**config.mk**
```make
export PLATFORM = sky130hd
export DESIGN_NAME = ultra_seg_scan
export DESIGN_NICKNAME = d
export VERILOG_FILES = /design/src/rtl/ultra_seg_scan_pkg.sv /design/src/rtl/ultra_seg_scan_hex7seg.sv /design/src/rtl/ultra_seg_scan.sv
export SDC_FILE = /design/constraint.sdc
export NUM_CORES = 1
export LEC_CHECK = 0
export ABC_CLOCK_PERIOD_IN_PS = 5500
export BUFFER_PORTS_ARGS = -buffer_cell sky130_fd_sc_hd__buf_4
export CORE_ASPECT_RATIO = 0.8
export CORE_MARGIN = 4
export CORE_UTILIZATION = 40
export DETAILED_ROUTE_END_ITERATION = 12
export GPL_TIMING_DRIVEN = 0
export HOLD_SLACK_MARGIN = 0.12
export MAX_ROUTING_LAYER = met4
export PLACE_DENSITY = 0.63
export REMOVE_ABC_BUFFERS = 1
export SYNTH_ARGS = -nofsm -noshare
export SYNTH_HDL_FRONTEND = slang
export SYNTH_SLANG_ARGS = --single-unit
```
**constraint.sdc**
```tcl
create_clock -name clk -period 5.5 [get_ports clk]
set_input_delay 1.1 -clock clk [delete_from_list [all_inputs] [get_ports clk]]
set_output_delay 1.1 -clock clk [all_outputs]
set_load 0.05 [all_outputs]
```
**src/rtl/ultra_seg_scan_pkg.sv**
```systemverilog
// Shared display definitions: digit count, active-high glyphs {g,f,e,d,c,b,a},
// the frame snapshot record and the slot-to-anode helper.
package ultra_seg_scan_pkg;

    localparam int unsigned DIGITS = 4;

    localparam logic [6:0] SEG_0     = 7'h3F;
    localparam logic [6:0] SEG_1     = 7'h06;
    localparam logic [6:0] SEG_2     = 7'h5B;
    localparam logic [6:0] SEG_3     = 7'h4F;
    localparam logic [6:0] SEG_4     = 7'h66;
    localparam logic [6:0] SEG_5     = 7'h6D;
    localparam logic [6:0] SEG_6     = 7'h7D;
    localparam logic [6:0] SEG_7     = 7'h07;
    localparam logic [6:0] SEG_8     = 7'h7F;
    localparam logic [6:0] SEG_9     = 7'h6F;
    localparam logic [6:0] SEG_A     = 7'h77;
    localparam logic [6:0] SEG_B     = 7'h7C;  // lower-case b
    localparam logic [6:0] SEG_C     = 7'h39;
    localparam logic [6:0] SEG_D     = 7'h5E;  // lower-case d
    localparam logic [6:0] SEG_E     = 7'h79;
    localparam logic [6:0] SEG_F     = 7'h71;
    localparam logic [6:0] SEG_BLANK = 7'h00;

    // Everything the display needs for one frame, captured together so a frame never tears.
    typedef struct packed {
        logic [DIGITS-1:0][3:0] digit;
        logic [DIGITS-1:0]      dp_mask;
        logic                   blank_lz;
        logic [2:0]             bright;
    } snap_t;

    // Active-high one-hot anode pattern for a slot index.
    function automatic logic [DIGITS-1:0] slot_onehot(input logic [1:0] idx);
        slot_onehot = 4'b0001 << idx;
    endfunction

endpackage

```
**src/rtl/ultra_seg_scan_hex7seg.sv**
```systemverilog
// Combinational hex nibble to active-high seven-segment glyph, with a blank override.
module ultra_hex7seg
    import ultra_seg_scan_pkg::*;
(
    input  logic [3:0] nib,
    input  logic       blank,
    output logic [6:0] seg
);

    // Glyph lookup; a blanked digit shows no segments.
    always_comb begin
        seg = SEG_BLANK;
        if (blank) begin
            seg = SEG_BLANK;
        end else begin
            case (nib)
                4'h0:    seg = SEG_0;
                4'h1:    seg = SEG_1;
                4'h2:    seg = SEG_2;
                4'h3:    seg = SEG_3;
                4'h4:    seg = SEG_4;
                4'h5:    seg = SEG_5;
                4'h6:    seg = SEG_6;
                4'h7:    seg = SEG_7;
                4'h8:    seg = SEG_8;
                4'h9:    seg = SEG_9;
                4'hA:    seg = SEG_A;
                4'hB:    seg = SEG_B;
                4'hC:    seg = SEG_C;
                4'hD:    seg = SEG_D;
                4'hE:    seg = SEG_E;
                4'hF:    seg = SEG_F;
                default: seg = SEG_BLANK;
            endcase
        end
    end

endmodule

```
**src/rtl/ultra_seg_scan.sv**
```systemverilog
// Four-digit multiplexed seven-segment scan driver: slot divider, frame snapshot,
// leading-zero blanking, brightness window with dead time, registered outputs.
module ultra_seg_scan
    import ultra_seg_scan_pkg::*;
#(
    parameter int unsigned SLOT_DIV   = 50000,
    parameter int unsigned DEAD_CYC   = 64,
    parameter bit          SEG_ACT_LO = 1'b1,
    parameter bit          AN_ACT_LO  = 1'b1
) (
    input  logic       clk,
    input  logic       reset,
    input  logic [3:0] digit0,
    input  logic [3:0] digit1,
    input  logic [3:0] digit2,
    input  logic [3:0] digit3,
    input  logic [3:0] dp_mask,
    input  logic       blank_lz,
    input  logic [2:0] bright,
    output logic [6:0] seg,
    output logic       dp,
    output logic [3:0] an,
    output logic       frame_tick
);

    localparam int unsigned    CNT_W    = $clog2(SLOT_DIV);
    localparam int unsigned    STEP     = SLOT_DIV / 8;
    localparam logic [CNT_W-1:0] CNT_LAST = CNT_W'(SLOT_DIV - 1);
    localparam logic [6:0]     SEG_OFF  = SEG_ACT_LO ? 7'h7F : 7'h00;
    localparam logic           DP_OFF   = SEG_ACT_LO;
    localparam logic [3:0]     AN_OFF   = AN_ACT_LO ? 4'hF : 4'h0;

    logic [CNT_W-1:0] cnt_r;
    logic [1:0]       idx_r;
    logic             first_r;
    snap_t            snap_r;
    logic [6:0]       seg_r;
    logic             dp_r;
    logic [3:0]       an_r;
    logic             frame_tick_r;

    logic             slot_end_s;
    logic             snap_s;
    logic [31:0]      lim_s;
    logic             lit_s;
    logic             blk3_s;
    logic             blk2_s;
    logic             blk1_s;
    logic             blank_s;
    logic [3:0]       nib_s;
    logic [6:0]       seg_hi_s;
    logic             dp_hi_s;
    logic [3:0]       an_hi_s;

    // Slot end and frame boundary; the first cycle out of reset also takes a snapshot.
    always_comb begin
        slot_end_s = (cnt_r == CNT_LAST);
        snap_s     = first_r || (slot_end_s && (idx_r == 2'd3));
    end

    // Slot divider and digit index.
    always_ff @(posedge clk or negedge reset) begin
        if (!reset) begin
            cnt_r <= '0;
            idx_r <= 2'd0;
        end else if (slot_end_s) begin
            cnt_r <= '0;
            idx_r <= idx_r + 2'd1;
        end else begin
            cnt_r <= cnt_r + CNT_W'(1);
            idx_r <= idx_r;
        end
    end

    // Marks the first cycle after reset release.
    always_ff @(posedge clk or negedge reset) begin
        if (!reset) begin
            first_r <= 1'b1;
        end else begin
            first_r <= 1'b0;
        end
    end

    // Frame snapshot: all display inputs captured together at the frame boundary.
    always_ff @(posedge clk or negedge reset) begin
        if (!reset) begin
            snap_r <= '0;
        end else if (snap_s) begin
            snap_r <= '{digit:    {digit3, digit2, digit1, digit0},
                        dp_mask:  dp_mask,
                        blank_lz: blank_lz,
                        bright:   bright};
        end else begin
            snap_r <= snap_r;
        end
    end

    // Lit window: past the dead time and inside the brightness fraction of the slot.
    always_comb begin
        lim_s = (32'(snap_r.bright) + 32'd1) * STEP;
        lit_s = 1'b0;
        if (first_r) begin
            lit_s = 1'b0;
        end else if ((32'(cnt_r) >= DEAD_CYC) && (32'(cnt_r) < lim_s)) begin
            lit_s = 1'b1;
        end else begin
            lit_s = 1'b0;
        end
    end

    // Leading-zero blanking chain from the leftmost digit, and per-slot selection.
    always_comb begin
        blk3_s  = snap_r.blank_lz && (snap_r.digit[3] == 4'h0);
        blk2_s  = blk3_s && (snap_r.digit[2] == 4'h0);
        blk1_s  = blk2_s && (snap_r.digit[1] == 4'h0);
        nib_s   = snap_r.digit[idx_r];
        dp_hi_s = snap_r.dp_mask[idx_r];
        blank_s = 1'b0;
        case (idx_r)
            2'd0:    blank_s = 1'b0;
            2'd1:    blank_s = blk1_s;
            2'd2:    blank_s = blk2_s;
            2'd3:    blank_s = blk3_s;
            default: blank_s = 1'b0;
        endcase
        an_hi_s = 4'b0000;
        if (lit_s) begin
            an_hi_s = slot_onehot(idx_r);
        end else begin
            an_hi_s = 4'b0000;
        end
    end

    ultra_hex7seg u_hex7seg (
        .nib   (nib_s),
        .blank (blank_s),
        .seg   (seg_hi_s)
    );

    // Output registers with polarity applied; one clock behind the scan state.
    always_ff @(posedge clk or negedge reset) begin
        if (!reset) begin
            seg_r        <= SEG_OFF;
            dp_r         <= DP_OFF;
            an_r         <= AN_OFF;
            frame_tick_r <= 1'b0;
        end else begin
            seg_r        <= SEG_ACT_LO ? ~seg_hi_s : seg_hi_s;
            dp_r         <= SEG_ACT_LO ? ~dp_hi_s : dp_hi_s;
            an_r         <= AN_ACT_LO ? ~an_hi_s : an_hi_s;
            frame_tick_r <= snap_s;
        end
    end

    assign seg        = seg_r;
    assign dp         = dp_r;
    assign an         = an_r;
    assign frame_tick = frame_tick_r;

endmodule
```
Word level (Yosys, flattened, before mapping)
Memories as Yosys holds them, arrays and structs flattened.
Cells that the tools add are included.

word-level totals
  register bits = 56
  bits in read-only memories = 112
  bits of input ports = 26
  output and inout port bits = 13
  word-level logic and storage cells = 50
  memories kept = 1

operators by class
  add/subtract/negate cells = 3
  $mul = 1
  magnitude comparators = 3
  equal/unequal tests = 4
  shift operators = 1
  mux-type cells = 10
  bitwise gates (word level) = 3
  reduce and logical (&&, ||, !) cells = 10

memory list
  memory            words  width  rd ports  clocked after Yosys merged registers in  write ports  line                          source
  (name not given)  16     7      1         0                                        0            ultra_seg_scan_hex7seg.sv:16  case (nib)

operator list
  cell                                                  count
  < comparator 16 x 17 -> 1 bit                         1
  adder 16 x 1 -> 16 bit, second input constant         1
  equality test 16 bit, second input constant           1
  >= comparator 16 x 7 -> 1 bit, second input constant  1
  multiplier 4 x 12 -> 16 bit, second input constant    1
  two-way mux 16 bit                                    1
  logical NOT 4 bit                                     3
  binary-select mux 4 bit (select 2 bit)                1
  two-way mux 4 bit                                     2
  two-way mux 7 bit                                     1
  inverter 7 bit                                        1
  logical AND 1 bit                                     5
  adder 3 x 1 -> 4 bit, second input constant           1
  equality test 2 bit, second input constant            2
  inverter 4 bit                                        1
  case mux 1 bit (4 select lines)                       1
  << shifter 1 x 2 -> 4 bit, first input constant       1
  < comparator 2 x 3 -> 1 bit, second input constant    1
  two-way mux 1 bit                                     3
  adder 2 x 1 -> 2 bit, second input constant           1
  binary-select mux 1 bit (select 2 bit)                1
  equality test 2 x 1 -> 1 bit, second input constant   1
  logical NOT 2 bit                                     1
  logical OR 1 bit                                      1
  inverter 1 bit                                        1

Logic depth before layout (Yosys ltp)
  depth in word-level cells = 8
  mapped depth = 18
  gate-level depth less buffers = 18

Cells and area by module
Synthesis repeated with hierarchy kept, for this count alone.

second synthesis, totals
  cells, all modules = 322
  area total of the unflattened synthesis = 3649.8 um^2

modules (own cells, without submodules)
  module          instances  cells an instance  area each (um^2)  seq. area each (um^2)
  ultra_seg_scan  1          288                3374.5            1417.6
  ultra_hex7seg   1          34                 275.3             0.0

Least setup slack after synthesis
No wires, ideal clock.

  kind = flip-flop to flip-flop
  start point = register snap_r[0] (netlist bit)
  end point = register an_r[0], in the netlist an[0]
  setup time = 0.091 ns
  data arrival time = 3.399 ns
  data required time = 5.409 ns
  path slack = 2.010 ns
  stages on the path, launching flop included = 17
  buffers on the path = 0
  clock period less this slack = 3.490 ns
  cell sequence = dfrtp_1 -> inv_1 -> ha_1 -> ha_1 -> ha_1 -> ha_1 -> a21oi_1 -> a21oi_1 -> o21a_1 -> o21ai_0 -> xor2_1 -> ha_1 -> a21oi_1 -> nand3_1 -> nor2_1 -> o2bb2ai_1 -> nand3_1

between the ends
  cells in the longest elaborated chain, start to end = 8

RTL lines
  element                        line                   source
  start: declaration             ultra_seg_scan.sv:36   snap_t snap_r;
  start signal: assignment       ultra_seg_scan.sv:89   snap_r <= '{digit: {digit3, digit2, digit1, digit0},
  start signal: assignment       ultra_seg_scan.sv:94   snap_r <= snap_r;
  adder 3 x 1 -> 4 bit           ultra_seg_scan.sv:100  lim_s = (32'(snap_r.bright) + 32'd1) * STEP;
  multiplier 4 x 12 -> 16 bit    ultra_seg_scan.sv:100
  < comparator 16 x 17 -> 1 bit  ultra_seg_scan.sv:104  end else if ((32'(cnt_r) >= DEAD_CYC) && (32'(cnt_r) < lim_s)) begin
  logical AND 1 bit              ultra_seg_scan.sv:104
  two-way mux 1 bit              ultra_seg_scan.sv:104
  two-way mux 1 bit              ultra_seg_scan.sv:102  if (first_r) begin
  two-way mux 4 bit              ultra_seg_scan.sv:127  if (lit_s) begin
  inverter 4 bit                 ultra_seg_scan.sv:150  an_r <= AN_ACT_LO ? ~an_hi_s : an_hi_s;
  end signal: assignment         ultra_seg_scan.sv:150
  end: declaration               ultra_seg_scan.sv:39   logic [3:0] an_r;

No other way between the ends.
A chain may end at the register's enable or synchronous reset.

Final worst setup path
  start point = register snap_r[0] (netlist bit)
  end point = register an_r[1], in the netlist an[1]

The elaborated chain is that of the path after synthesis.

==> impl_metrics.csv <==
group,metric,value,unit
placement,pre_cts_ws,1.434,ns
power,pwr-share-seq,40.4,%
power,p_per_area,277.2,mW/mm2
clocking,cts_root_buf,"clkbuf_16",
clocking,numClockSinks,56,
route,antenna_left,0,
critical_path,crit_required,5.68,ns
critical_path,start_kind,"flop",
route,first_pass_iters,5,
route,drt-wirelength-per-cell,14.73,um
logic_synthesis,syn_avg_cell_area,11.07,um2
logic_synthesis,synth_area_leader_cell,"dfrtp_1",
grt,grt_pass1_vias,2439,
route,drt-total-wl,7.039,mm
floorplanning,die_y,92.84,um
logic_synthesis,ys_top_cells_by_count,"ha_1 (44), dfrtp_1 (43), nor2_1 (22), inv_1 (20), mux2_4 (19)",
floorplanning,start_util,41.68,%
logic_synthesis,seq_area_frac_synth,39.39,%
flow_run,max_cap_viol_count,0,
sta,slew_headroom,48.60,%
grt,grt_pass1_wl,12.20,mm
route,via_per_inst,5.220,
critical_path,critPathCaptureType,"flop",
power,swShare,30.63,%
logic_synthesis,ys_seq_elements,56,
grt,grt_max_degree,57,
min_path,min_path_type,"reg -> reg",
cells_and_area,layoutNonFillerInstCount,478,
cells_and_area,post_route_cells_drive_above_1_share,25.41,%
grt,grt_use_met1,22.52,%
grt,grt_busiest_layer,"met1",
route,num_vias,2495,
sta,maxSlewViolCount,0,
logic_synthesis,synth_area_leaders,"dfrtp_1 (30%), ha_1 (15%), dfstp_2 (9.5%)",
floorplanning,io-pin-count,39,
sta,worstMarginPinSlew,0.7653,ns
logic_synthesis,synth_cell_type_count,51,
logic_synthesis,yosys_warnings,0,
grt,grt_overflow,0,
power,clkPwrFrac,28.3,%
power,intPower,800.9,uW
power,power_frac_comb,31.3,%
logic_synthesis,synth.most_common_cell,"ha_1",
floorplanning,die_area,0.01059,mm2
sta,setup_ws,1.388,ns
cells_and_area,antenna_cells,0,
clocking,ctsHoldBuffers,0,
run_status,outcome,"completed",
grt,grt_antenna_before_repair,0,
logic_synthesis,ys.flop_type,"dfrtp_1",
placement,gp_congestion,0.8757,
logic_synthesis,syn-instance-count,325,
sta,hold_viol,0,
placement,io_buffer_count,38,
sta,finalCritPeriodShare,74.77,%
sta,setup_viol,0,
logic_synthesis,netlist_area,0.003598,mm2
route,drc,0,
power,switchingPower,353.7,uW
critical_path,crit_type,"reg -> reg",
clocking,numCtsBuffers,5,
sta,fin_setup_tns,0,ns
sta,rsz0062_at_grt,"false",
sta,min_period,4.112,ns
clocking,clk_pin_slew,0.06,ns
floorplanning,die_x,114.0,um
clocking,cts_buffer_depth,2,
clocking,cts_tree,"built",
clocking,post_cts_buffers,0,
placement,hpwl,5.413,mm
power,ir_drop,139.7,uV
grt,use_met2,19.64,%
grt,grt_use_total,14.57,%
clocking,htreeDepth,2,
cells_and_area,nets,436,
critical_path,cp_max_fo,7,
grt,globalRouteMet3Util,2.417,%
clocking,clock_latency,0.29,ns
cells_and_area,area_growth_syn_to_layout,15.75,%
sta,max_freq,243.2,MHz
route,drt-initial-drc-count,116,
power,leakage,0.001962,uW
logic_synthesis,synth_edf_count,0,
sta,final.setup_skew,0.005782,ns
critical_path,cp.arrival,4.30,ns
floorplanning,std_cell_rows,30,
floorplanning,core-area,0.008633,mm2
placement,dp_cells,470,
logic_synthesis,async_reset_ff_share,100.0,%
clocking,cts_resized,0,
logic_synthesis,synth_top_area_share,29.90,%
routing by layer:
layer | up-vias | routed length [um]
li1 | 1235 | -
met1 | 1202 | 3819
met2 | 54 | 2881
met3 | 4 | 278
met4 | 0 | 59
met5 | - | 0
worst max-delay path: stages, from the launching register on:
cell and delay (ns):
dfrtp_1 0.55, inv_1 0.19, ha_1 0.39, ha_1 0.32, ha_1 0.31, ha_1 0.36
a21oi_1 0.15, a21oi_1 0.11, o21a_1 0.19, o21ai_0 0.18, xor2_1 0.19, ha_1 0.30
a21oi_1 0.17, nand3_1 0.10, nor2_1 0.11, o2bb2ai_1 0.23, nand3_1 0.17
cells in the final DEF (no fill, tap or decap), types with 6 or more instances in the layout:
master,count
mux2_4,19
ha_1,44
dfrtp_1,43
mux2i_1,7
xnor2_1,13
a21oi_1,15
nand3_1,18
o21ai_0,6
nand4_1,6
nand2_1,18
mux2_2,7
nor2_1,22
inv_1,20
xor2_1,12
dfstp_2,13
buf_4,38
final cells by class:
type	count	area, um2
Timing Repair Buffer	39	305.3
Clock buffer	8	156.4
Fill cell	793	4468
Inverter	21	78.83
Multi-Input combinational cell	242	2067
Sequential cell	56	1418
Tap cell	112	140.1
per-stage QoR:
stage / hold slack, ns / utilization [%] / power (uW) / cell area (um2)
final: 0.5133 / 48.25 / 1155 / 4165
after global routing: 0.5433 / 48.25 / 1234 / 4165
after CTS: 0.5136 / 48.25 / 1169 / 4165
after detailed placement: 0.4979 / 46.43 / 834.8 / 4009
after global placement: 0.4941 / 46.12 / 827.3 / 3981
after floorplan: 0.4687 / - / 739.2 / 3556
power by group through the flow:
stage	Sequential (uW)	Combinational (uW)	Clock (uW)
6_report	467	361	326
3_3_place_gp	474	353	0
2_1_floorplan	506	233	0
5_1_grt	471	410	353
3_5_place_dp	475	360	0
4_1_cts	467	363	339
path summary, 6_finish.rpt:
kind / from / endpoint / slack [ns] / cells after the start
setup reg to reg: snap_r[0] / an[1] / 1.39 / 16
hold reg to reg: snap_r[10] / snap_r[10] / 0.51 / 1
min in group asynchronous: reset / snap_r[15] / 0.85 / 1
max in group asynchronous: reset / snap_r[1] / 4.19 / 1
setup / recovery: snap_r[0] / an[1] / 1.39 / 16
hold / removal: snap_r[10] / snap_r[10] / 0.51 / 1
flip-flops by register name, summed over array words and instances (netlist names):
name	cells
seg	7
cnt_r	16
first_r	1
snap_r	24
dp	1
frame_tick	1
an	4
idx_r	2
cell families after synthesis:
family	share of synthesized area, %
simple gates	13.98
mux	14.33
flops	39.40
buf+inv	3.372
other cells	0.1042
compound gates	6.885
xor+xnor	6.085
fa+ha+maj	15.86
No activity file was read; power rests on OpenSTA's default activity.
